$ cat src/rtl/tx_stream_scheduler.sv
// Packet-level round-robin scheduler for two AXI4-Stream sources feeding one TX port.
// Grants one whole packet at a time, enforces an inter-packet gap and an optional
// maximum packet length (excess beats of a truncated packet are drained and dropped).
// Optional statistics counters are compiled in with TX_STREAM_SCHEDULER_STATS_EN.
module tx_stream_scheduler #(
  parameter int unsigned DATA_W = 32,
  parameter int unsigned GAP_W  = 16,
  parameter int unsigned LEN_W  = 12
) (
  input  logic              clk,
  input  logic              aresetn,
  input  logic              enable,
  input  logic [GAP_W-1:0]  gap_cycles,
  input  logic [LEN_W-1:0]  max_len,
  input  logic              s0_valid,
  output logic              s0_ready,
  input  logic [DATA_W-1:0] s0_data,
  input  logic              s0_last,
  input  logic              s1_valid,
  output logic              s1_ready,
  input  logic [DATA_W-1:0] s1_data,
  input  logic              s1_last,
  output logic              m_valid,
  input  logic              m_ready,
  output logic [DATA_W-1:0] m_data,
  output logic              m_last,
  output logic              grant,
  output logic              busy
`ifdef TX_STREAM_SCHEDULER_STATS_EN
  ,
  input  logic              stats_clr,
  output logic [15:0]       pkt_cnt0,
  output logic [15:0]       pkt_cnt1,
  output logic [7:0]        trunc_cnt
`endif
);

  typedef enum logic [1:0] {StIdle, StPass, StDrain, StGap} state_e;

  state_e            state_q;
  logic              rr_ptr_q;
  logic              grant_q;
  logic [LEN_W-1:0]  len_q;
  logic [LEN_W-1:0]  beat_cnt_q;
  logic [GAP_W-1:0]  gap_cnt_q;

  logic              sg_valid;
  logic [DATA_W-1:0] sg_data;
  logic              sg_last;
  logic              sg_ready;
  logic              in_pass;
  logic              in_drain;
  logic              len_hit;
  logic              beat;
  logic              forced;
  logic              pkt_end;
  logic              pick;

  // Granted-source mux, pass-through outputs and packet-boundary decode
  always_comb begin
    sg_valid = grant_q ? s1_valid : s0_valid;
    sg_data  = grant_q ? s1_data  : s0_data;
    sg_last  = grant_q ? s1_last  : s0_last;
    in_pass  = (state_q == StPass);
    in_drain = (state_q == StDrain);
    len_hit  = (len_q != '0) && (beat_cnt_q == len_q - LEN_W'(1));

    m_valid  = in_pass & sg_valid;
    m_data   = in_pass ? sg_data : '0;
    m_last   = in_pass & (sg_last | len_hit);
    sg_ready = (in_pass & m_ready) | in_drain;
    s0_ready = sg_ready & ~grant_q;
    s1_ready = sg_ready & grant_q;

    beat     = m_valid & m_ready;
    // Truncation only when the source itself is not ending the packet on this beat
    forced   = beat & ~sg_last & len_hit;
    pkt_end  = (beat & sg_last) | (in_drain & sg_valid & sg_last);
    // rr_ptr source wins when valid, otherwise the other one
    pick     = rr_ptr_q ? s1_valid : ~s0_valid;

    grant    = grant_q;
    busy     = (state_q != StIdle);
  end

  // Scheduler FSM: grant, pass, drain truncated tail, inter-packet gap
  always_ff @(posedge clk or negedge aresetn) begin
    if (!aresetn) begin
      state_q    <= StIdle;
      rr_ptr_q   <= 1'b0;
      grant_q    <= 1'b0;
      len_q      <= '0;
      beat_cnt_q <= '0;
      gap_cnt_q  <= '0;
    end else begin
      unique case (state_q)
        StIdle: begin
          if (enable && (s0_valid || s1_valid)) begin
            grant_q    <= pick;
            len_q      <= max_len;
            beat_cnt_q <= '0;
            state_q    <= StPass;
          end
        end
        StPass: begin
          if (beat) begin
            // Saturate so an unlimited packet never produces a wrap-induced last
            if (beat_cnt_q != '1) beat_cnt_q <= beat_cnt_q + LEN_W'(1);
            if (sg_last) begin
              state_q   <= StGap;
              gap_cnt_q <= gap_cycles;
              rr_ptr_q  <= ~grant_q;
            end else if (len_hit) begin
              state_q <= StDrain;
            end
          end
        end
        StDrain: begin
          if (pkt_end) begin
            state_q   <= StGap;
            gap_cnt_q <= gap_cycles;
            rr_ptr_q  <= ~grant_q;
          end
        end
        StGap: begin
          // GAP lasts gap_cycles+1 cycles: its first cycle plus gap_cycles more
          if (gap_cnt_q == '0) state_q <= StIdle;
          else                 gap_cnt_q <= gap_cnt_q - GAP_W'(1);
        end
        default: state_q <= StIdle;
      endcase
    end
  end

`ifdef TX_STREAM_SCHEDULER_STATS_EN
  logic [15:0] pkt_cnt0_q;
  logic [15:0] pkt_cnt1_q;
  logic [7:0]  trunc_cnt_q;

  // Packet and truncation statistics; synchronous clear beats increment
  always_ff @(posedge clk or negedge aresetn) begin
    if (!aresetn) begin
      pkt_cnt0_q  <= '0;
      pkt_cnt1_q  <= '0;
      trunc_cnt_q <= '0;
    end else if (stats_clr) begin
      pkt_cnt0_q  <= '0;
      pkt_cnt1_q  <= '0;
      trunc_cnt_q <= '0;
    end else begin
      if (beat && m_last && !grant_q) pkt_cnt0_q <= pkt_cnt0_q + 16'd1;
      if (beat && m_last && grant_q)  pkt_cnt1_q <= pkt_cnt1_q + 16'd1;
      if (forced && trunc_cnt_q != 8'hff) trunc_cnt_q <= trunc_cnt_q + 8'd1;
    end
  end

  assign pkt_cnt0  = pkt_cnt0_q;
  assign pkt_cnt1  = pkt_cnt1_q;
  assign trunc_cnt = trunc_cnt_q;
`endif

endmodule
$ cat config.mk
export PLATFORM = sky130hd
export DESIGN_NAME = tx_stream_scheduler
export DESIGN_NICKNAME = d
export VERILOG_FILES = /design/src/rtl/tx_stream_scheduler.sv
export SDC_FILE = /design/constraint.sdc
export NUM_CORES = 1
export LEC_CHECK = 0
export ABC_AREA = 1
export CORE_AREA = 2 2 94 163
export DETAILED_ROUTE_END_ITERATION = 7
export DIE_AREA = 0 0 96 165
export HOLD_SLACK_MARGIN = 0.06
export PLACE_DENSITY = 0.62
export SLEW_MARGIN = 10
export SYNTH_ARGS = -nofsm -noshare
export SYNTH_HDL_FRONTEND = slang
export SYNTH_SLANG_ARGS = --single-unit
$ cat constraint.sdc
create_clock -name clk -period 3.2 [get_ports clk]
set_clock_uncertainty 0.05 [all_clocks]
set_input_delay 0.48 -clock clk [delete_from_list [all_inputs] [get_ports clk]]
set_output_delay 0.48 -clock clk [all_outputs]
set_load 0.005 [all_outputs]
# Yosys cells after proc, flatten, opt, wreduce, memory -nomap -nowiden
# Index checks and enable logic that the tools add are counted.
# Widths: inputs -> output; s select.
dict set report word_totals {
  inputBits 100
  out_inout_bits 38
  ff_bits 44
}
dict set report classes {
  addsub 3
  eq_ne 13
  bitwise_logic 14
  n_reduce_logical 15
  mux 25
}
# operator count
set op_table {}
lappend op_table {{$mux 16} 4}
lappend op_table {{$mux 32} 2}
lappend op_table {{$pmux 16 s3} 1}
lappend op_table {{$mux 12} 3}
lappend op_table {{$pmux 12 s2} 1}
lappend op_table {{$logic_not 16->1} 1}
lappend op_table {{$sub 16x1->16 const B} 1}
lappend op_table {{$add 12x1->12 const B} 1}
lappend op_table {{$eq 12x12->1} 1}
lappend op_table {{$mux 2} 6}
lappend op_table {{$ne 12x12->1 const B} 1}
lappend op_table {{$reduce_bool 12->1} 1}
lappend op_table {{$sub 12x1->12 const B} 1}
lappend op_table {{$reduce_and 5->1} 2}
lappend op_table {{$and 1x1->1} 9}
lappend op_table {{$ne 2x2->1 const B} 4}
lappend op_table {{$pmux 2 s4} 1}
lappend op_table {{$reduce_and 4->1} 2}
lappend op_table {{$mux 1} 6}
lappend op_table {{$ne 2x1->1 const B} 3}
lappend op_table {{$reduce_bool 2->1} 3}
lappend op_table {{$eq 2x2->1 const B} 2}
lappend op_table {{$ne 3x2->1 const B} 1}
lappend op_table {{$or 1x1->1} 3}
lappend op_table {{8 further kinds} 10}

# Depth between registers and ports, before layout
# Gate-level depths: netlist of run 1.
dict set report logic_depth {
  ltp_word 7
  ltp_mapped 14
  mapped_depth_nobuf 14
}

# Least setup slack after synthesis of run 1
# No wires, ideal clock.
dict set report synth_path {
  kind {reg-to-output}
  from {register len_q[0]}
  to {output m_last}
  arrival_ns 1.459
  path_stages_with_launch 11
  required_time_ns 2.670
  slack_ns 1.211
  cell_sequence {dfrtp_1 -> inv_1 -> ha_1 -> nand2_1 -> nor2_1 -> nand2_1 -> nand3_1 -> nand2_1 -> nor2_1 -> nand3_1 -> a21oi_1}
}
dict set report synth_via {
  elab_chain_len 5
  word_cells_on_any_way 6
  cone_classes {add/sub: 1; eq/ne: 1; bitwise: 2; reduce/logical: 2}
}
# element line
set synth_lines {}
lappend synth_lines {{from (decl)} 43} ;# logic [LEN_W-1:0] len_q;
lappend synth_lines {{from (signal assigned)} 100} ;# len_q <= max_len;
lappend synth_lines {{$sub 12x1->12} 66} ;# len_hit = (len_q != '0) && (beat_cnt_q == len_q - LEN_W'(1));
lappend synth_lines {{$eq 12x12->1} 66}
lappend synth_lines {{$logic_and 1x1->1 (*)} 66}
lappend synth_lines {{$or 1x1->1 (*)} 70} ;# m_last = in_pass & (sg_last | len_hit);
lappend synth_lines {{$and 1x1->1 (*)} 70}
lappend synth_lines {{to (decl)} 26} ;# output logic m_last,
# Every way passes the cells marked *; elsewhere a longest branch is shown, timed or not.

# Worst setup path in the final report of run 1
# Same ends and word-level chain as after synthesis.

==> metrics.md, run 1 <==
| Metric | Value |
|---|---|
| DRT antenna net count | `0` |
| Crit-path slowest cell | `clkdlybuf4s50_1` |
| Synth Net Count | `670` |
| Worst slew margin relative to its limit | `30.99%` |
| Clk root buf | `clkbuf_16` |
| Most common cell in the synthesized netlist | `nand2_1` |
| Largest vdd supply drop | `346.8 µV` |
| Number of distinct library cell variants in the gate-level netlist after synthesis | `34` |
| Number of nets in the layout | `799` |
| Share of synthesized flip-flops with an asynchronous set or reset | `100.0%` |
| Accumulated negative setup slack | `0 ns` |
| Die Outline Area | `15,840 µm²` |
| Cell types with the highest counts after synthesis | `nand2_1 (147), nor2_1 (114), o21ai_0 (55)` |
| Post-DP HPWL | `8542 µm` |
| Initial core utilization | `24.58%` |
| Port Buf Inserts | `137` |
| Wl on met1 | `4214 µm` |
| Transition time of the tightest slew-check pin | `1.035 ns` |
| Kind of cell adding the most delay to the critical path | `buffers and inverters` |
| Proportion of netlist area held by the largest area contributor | `31.02%` |
| CP Max Fanout | `3` |
| Number of ports placed on the die boundary | `138` |
| Critical path endpoint category | `output port` |
| Most frequently used flop master after synthesis | `dfrtp_1` |
| # fillers | `1,515` |
| Max Cap Viol | `0` |
| Number of standard cells after synthesis | `563` |
| Status | `complete, no violations` |
| Fraction of layout cells with a size suffix above 1 | `5.644%` |
| Total grt overflow | `0` |
| Clock slew seen by the registers of the worst setup and hold paths | `0.06 ns` |
| Number of antenna violations at the first check in global routing | `0` |
| Worst hold-check path type | `input port to asynchronous set/reset pin` |
| Unrepaired setup endpoints after global routing | `false` |
| Achievable Freq | `335.3 MHz` |
| DIE HEIGHT | `165 µm` |
| Post-synthesis cell area | `3550 µm²` |
| DR WL met2 | `5802 µm` |
| Max incr delay on CP | `0.53 ns` |
| Maximum number of pins on one net before global-route repair | `45` |
| Syn_area_per_cell | `6.305 µm²` |
| Number of warning messages in the yosys log | `0` |
| Vias in the first global route | `3,989` |
| Post-synthesis sequential area ratio | `31.02%` |
| Clock sink count | `44` |
| Setup violations, final | `0` |
| Area used by sequential logic in the layout | `1101 µm²` |
| Static leakage power | `0.002325 µW` |
| Wire length on met3 | `726 µm` |
| Reg2reg start | `state_q[1]` |
| Hold Slack | `0.3243 ns` |
| Register bit total from synthesis | `44` |
| Buffers and inverters on the worst path | `2` |
| Total iterations of the first detailed-routing run | `4` |
| Ranking of synthesized cells by area | `dfrtp_1 (31%), nand2_1 (16%), nor2_1 (12%)` |
| Core footprint | `14,440 µm²` |
| Growth of design area from synthesis to finish | `47.66%` |
| Period utilisation layout | `93.21%` |
| Number of antenna cells inserted | `0` |
| Nature of the critical path startpoint | `flop` |
| Clock Tree Buf Depth | `2` |
| Count of H-tree levels built during CTS | `2` |
| Data arrival time at the worst-slack endpoint | `2.45 ns` |
| Overall global routing resource usage | `14.51%` |
| Series of cell instances along the critical path | `inv_1 -> ha_2 -> xnor2_1 -> nor2_1 -> nand2_1 -> nor2_1 -> nand2_1 -> nor2_1 -> nand3_1 -> a21oi_1 -> clkdlybuf4s50_1` |
| Width of the die | `96 µm` |
| Uppermost signal routing layer after detailed routing | `met4` |
| Worst-skew pair later-pin latency | `0.29 ns` |
| Final Hold Fails | `0` |
| Critical path's most frequent cell | `nor2_1` |
| Setup crit start | `len_q[0]` |
| Post-synth EDFFs | `0` |
| Post-detailed-routing wire length | `10,960 µm` |
| CTS tree | `yes` |
| Multi-input logic area | `2143 µm²` |
| Via-per-instance ratio | `4.582` |
| Via total after detailed routing | `3,991` |
| Data required time at the worst endpoint | `2.67 ns` |
| Global-route wire length before repair | `18,270 µm` |
| Std-Cell Rows | `58` |
| Remaining design rule violation count | `0` |
| Worst setup path class | `flop to output port` |
| Minimum period implied by the final worst setup slack | `2.983 ns` |
| Post-detailed-route wirelength per cell | `12.58 µm` |
| Max-slew violation count | `0` |
| Initial DRC Count | `135` |
| Synth area leader | `dfrtp_1` |
| Number of buffers added by the clock tree synthesis step | `5` |
| Power density of the placed cells | `808.9 nW/µm²` |
| Placer's final routability congestion estimate | `0.8545` |
==> cells in the final DEF, fill, tap and decap left out <==
cell,count
nor2_4,1
clkbuf_16,5
nand2_1,147
nor3b_1,1
xnor2_1,5
nand3_1,29
o31ai_1,9
o21ai_1,11
or2_2,1
nand4_1,11
nand2_2,1
dfrtp_1,44
ha_1,6
inv_2,2
inv_4,1
nor3_1,4
nand3b_1,1
nor3_2,2
nor2_1,113
xor2_1,11
o21ai_0,55
nor4_1,1
o21ai_2,11
o21a_1,2
buf_4,6
a21oi_1,12
mux2i_1,1
inv_1,51
a21boi_0,1
buf_2,1
nand2_4,1
nor2_2,4
bufinv_16,1
and2_1,1
ha_2,1
and2_4,1
clkdlybuf4s50_1,136
==> report_power, final <==
| group | internal (µW) | switching, µW | leakage [µW] |
|---|---|---|---|
| logic | 1120 | 1580 | 0.00169 |
| registers | 778 | 191 | 0.000560 |
| clock network | 360 | 212 | 0.0000757 |
| total | 2250 | 1990 | 0.00232 |
==> final timing paths <==
kind / end / slack, ns / depth (start not counted)
worst max-delay path: m_last / 0.22 / 11
worst min-delay path: gap_cnt_q[12] / 0.32 / 1
worst max register to register: beat_cnt_q[3] / 0.72 / 9
worst min register to register: rr_ptr_q / 0.47 / 2
max in group asynchronous: len_q[3] / 2.14 / 1
min in group clk: rr_ptr_q / 0.47 / 2
==> state kept, by name (all words and copies together), names as in the netlist <==
signal      flops
rr_ptr_q        1
len_q          12
gap_cnt_q      16
state_q         2
grant           1
beat_cnt_q     12
==> kinds of logic after synthesis <==
logic type / synth area share [%]
AND/OR/NAND/NOR: 37.29
AO/OA/AOI/OAI: 16.25
buffers and inverters: 8.741
flip-flops: 31.02
XOR/XNOR: 3.948
adder cells (fa/ha/maj): 2.467
multiplexers: 0.2820
==> routing by layer <==
| metal | up-vias | track usage [%] |
|---|---|---|
| li1 | 2062 | - |
| met1 | 1782 | 15.57 |
| met2 | 133 | 27.34 |
| met3 | 14 | 2.920 |
| met4 | 0 | 4.935 |
| met5 | - | 0 |
==> timing repair <==
item                       CTS  global route
hold buffers                 0             0
setup endpoints to repair    0             1
setup buffers                0             0
gates resized for setup      0             2
==> layout make-up <==
type,count,area share (%)
repair buffers,143,26.93
clock buffers,5,2.387
flip-flops and latches,44,21.01
inverters,54,3.915
multi-input cells,444,40.89
well taps,180,4.297
clock inverters,1,0.5729
==> metrics by stage <==
stage          cell area (µm²)  util (%)  power [µW]  setup slack, ns  cells
6_report                  5241     36.29        4240           0.2174    871
5_1_grt                   5241     36.29        4695         0.005261    871
4_1_cts                   5236     36.26        4315           0.1316    871
3_5_place_dp              5081     35.18        3710           0.4633    865
3_3_place_gp              5081     35.18        3707           0.4948    865
2_1_floorplan             3550         -        2770            1.211    563
Power figures use the tool's default switching activity.
==> run 2, diff against run 1 <==
- CORE_AREA: 2 2 94 163 -> 5 5 97 166
- DIE_AREA: 0 0 96 165 -> 0 0 102 171
==> run 2 against run 1 <==
Flip-flop and latch count unchanged; sequential power about the same; via count down 0.30%; die area up 10%; cell count up 0.34%; clock power down 11%; non-clock buffer count down 1; power down 1.1%; combinational power about the same; wire length up 5.3%.
==> metrics.md, run 2 (same netlist as run 1, synthesis figures left out) <==
| Metric | Value |
|---|---|
| Status | `complete, no violations` |
| Reg with most FFs | `gap_cnt_q` |
| Largest vdd supply drop | `351.7 µV (+1.4%)` |
| Setup crit start | `state_q[1]` |
| Worst slew margin relative to its limit | `59.15% (+28 points)` |
| Data arrival time at the worst-slack endpoint | `2.21 ns (-0.24 ns)` |
| Unrepaired setup endpoints after global routing | `false` |
| Setup violations, final | `0 (unchanged)` |
| Overall global routing resource usage | `13.31% (-1.2 points)` |
| Number of ports placed on the die boundary | `138 (unchanged)` |
| Combinational fraction of design power | `64.8% (+1.2 points)` |
| Clock sink count | `44 (unchanged)` |
| Clock slew seen by the registers of the worst setup and hold paths | `0.06 ns (about the same)` |
| Critical path endpoint category | `output port` |
| Worst-skew pair later-pin latency | `0.29 ns (about the same)` |
| Die Outline Area | `17,440 µm² (+10%)` |
| Initial core utilization | `24.16% (-0.42 points)` |
| Max-slew violation count | `0 (unchanged)` |
| Final Hold Fails | `0 (unchanged)` |
| Number of buffers added by the clock tree synthesis step | `5 (unchanged)` |
| Transition time of the tightest slew-check pin | `0.6118 ns (-0.4233 ns)` |
| Internal power component | `2184 µW (-3.1%)` |
| Number of antenna cells inserted | `0 (unchanged)` |
| Most frequent standard cell in the layout excluding fill and tap cells | `nand2_1` |
| Reg2reg start | `state_q[1]` |
| Width of the die | `102 µm (+6.3%)` |
| Count of hold buffers inserted by post-cts repair | `0 (unchanged)` |
| Fraction of layout cells with a size suffix above 1 | `5.644% (unchanged)` |
| Accumulated negative setup slack | `0 ns (unchanged)` |
| Period utilisation layout | `85.54% (-7.7 points)` |
| Total iterations of the first detailed-routing run | `5 (+1)` |
| Post-detailed-route wirelength per cell | `13.20 µm (+4.9%)` |
| Post-DP HPWL | `9024 µm (+5.7%)` |
| Port Buf Inserts | `137 (unchanged)` |
| Count of H-tree levels built during CTS | `2 (unchanged)` |
| Post-detailed-routing wire length | `11,530 µm (+5.3%)` |
| Commonest non-fill, non-tap cells in the layout | `nand2_1 (147), clkdlybuf4s50_1 (135), nor2_1 (113), o21ai_0 (54), inv_1 (51)` |
| Overall power after layout | `4191 µW (-1.1%)` |
| Total grt overflow | `0 (unchanged)` |
| Std-Cell Rows | `59 (+1.7%)` |
| R2r setup slk | `0.71 ns (about the same)` |
| Power share of the sequential group | `23.1% (+0.2 points)` |
| Worst hold-check path type | `input port to asynchronous set/reset pin` |
| Worst setup path class | `flop to output port` |
| Data required time at the worst endpoint | `2.67 ns (about the same)` |
| Growth of design area from synthesis to finish | `47.48%` |
| Clock Tree Buf Depth | `2 (unchanged)` |
| Number of nets in the layout | `798 (-0.13%)` |
| Net switching share of the total power | `47.89% (+1.0 points)` |
| Maximum number of pins on one net before global-route repair | `43 (-4.4%)` |
| Cells resized by post-CTS repair | `0 (unchanged)` |
| Psw | `2007 µW (+1.0%)` |
| Number of antenna violations at the first check in global routing | `0 (unchanged)` |
| DRT antenna net count | `0 (unchanged)` |
| Clk root buf | `clkbuf_16` |
| Global-route wire length before repair | `18,710 µm (+2.4%)` |
| Post-CTS setup repair buffer count | `0 (unchanged)` |
| Static leakage power | `0.002330 µW (+0.22%)` |
| Placer's final routability congestion estimate | `0.8963 (+4.9%)` |
| Nature of the critical path startpoint | `flop` |
| Achievable Freq | `365.3 MHz (+9.0%)` |
| Core footprint | `14,690 µm² (+1.7%)` |
| Power density of the placed cells | `800.5 nW/µm² (-1.0%)` |
| Clock share of power | `12.1% (-1.4 points)` |
| Vias in the first global route | `4,074 (+2.1%)` |
| Max FFs per register | `16 (unchanged)` |
| Remaining design rule violation count | `0 (unchanged)` |
| Via-per-instance ratio | `4.553 (-0.64%)` |
| DIE HEIGHT | `171 µm (+3.6%)` |
| Max Cap Viol | `0 (unchanged)` |
| CP Max Fanout | `42 (+39)` |
| Minimum period implied by the final worst setup slack | `2.737 ns (-0.2452 ns)` |
| Registers with the most flip-flops | `gap_cnt_q: 16 flops, beat_cnt_q: 12 flops, len_q: 12 flops` |
| CTS tree | `yes` |
| Initial DRC Count | `156 (+16%)` |
| Via total after detailed routing | `3,979 (-0.30%)` |
-- run 2: cell type report --
class / count / area (µm²)
clock buffers: 5 / 125.1
clock inverters: 2 / 12.51
fillers: 1577 / 9455
inverters: 54 / 205.2
multi-input cells: 444 / 2143
flip-flops and latches: 44 / 1101
well taps: 183 / 229.0
repair buffers: 142 / 1419
-- run 2: final timing paths --
kind / endpoint / depth (start not counted)
max: m_data[17] / 6
min: gap_cnt_q[6] / 1
max reg2reg: beat_cnt_q[2] / 9
min reg2reg: rr_ptr_q / 2
max in group asynchronous: len_q[0] / 2
min in group clk: rr_ptr_q / 2
-- run 2: stage by stage --
stage	instance area, µm²	utilization [%]	setup slack (ns)	std cells	hold WS, ns
3_3_place_gp	5090	34.65	0.4608	867	0.4067
3_5_place_dp	5090	34.65	0.4287	867	0.4071
2_1_floorplan	3550	-	1.211	563	0.1344
4_1_cts	5228	35.58	0.1016	874	0.09134
6_report	5235	35.64	0.4626	874	0.08084
5_1_grt	5235	35.64	0.3517	874	0.1158
-- run 2: routing by layer --
layer	up-vias	global-route usage [%]	part of all wire, %
li1	2059	-	-
met1	1777	14.43	40
met2	131	25.15	52
met3	12	2.815	6.0
met4	0	4.112	1.7
met5	-	0	0
-- run 2: critical path: stages, from the launching register on --
cell and delay (ns):
dfrtp_1 0.44, inv_1 0.10, ha_1 0.26, buf_12 0.23
o21ai_0 0.11, nor2_1 0.21, clkdlybuf4s50_1 0.56
-- run 2: power groups by stage --
stage               clock (µW)  sequential [µW]  combinational, µW
CTS                        523              971               2770
global placement             0              976               2750
floorplan                    0              929               1840
finish                     507              969               2720
detailed placement           0              978               2750
global route               544             1010               3100
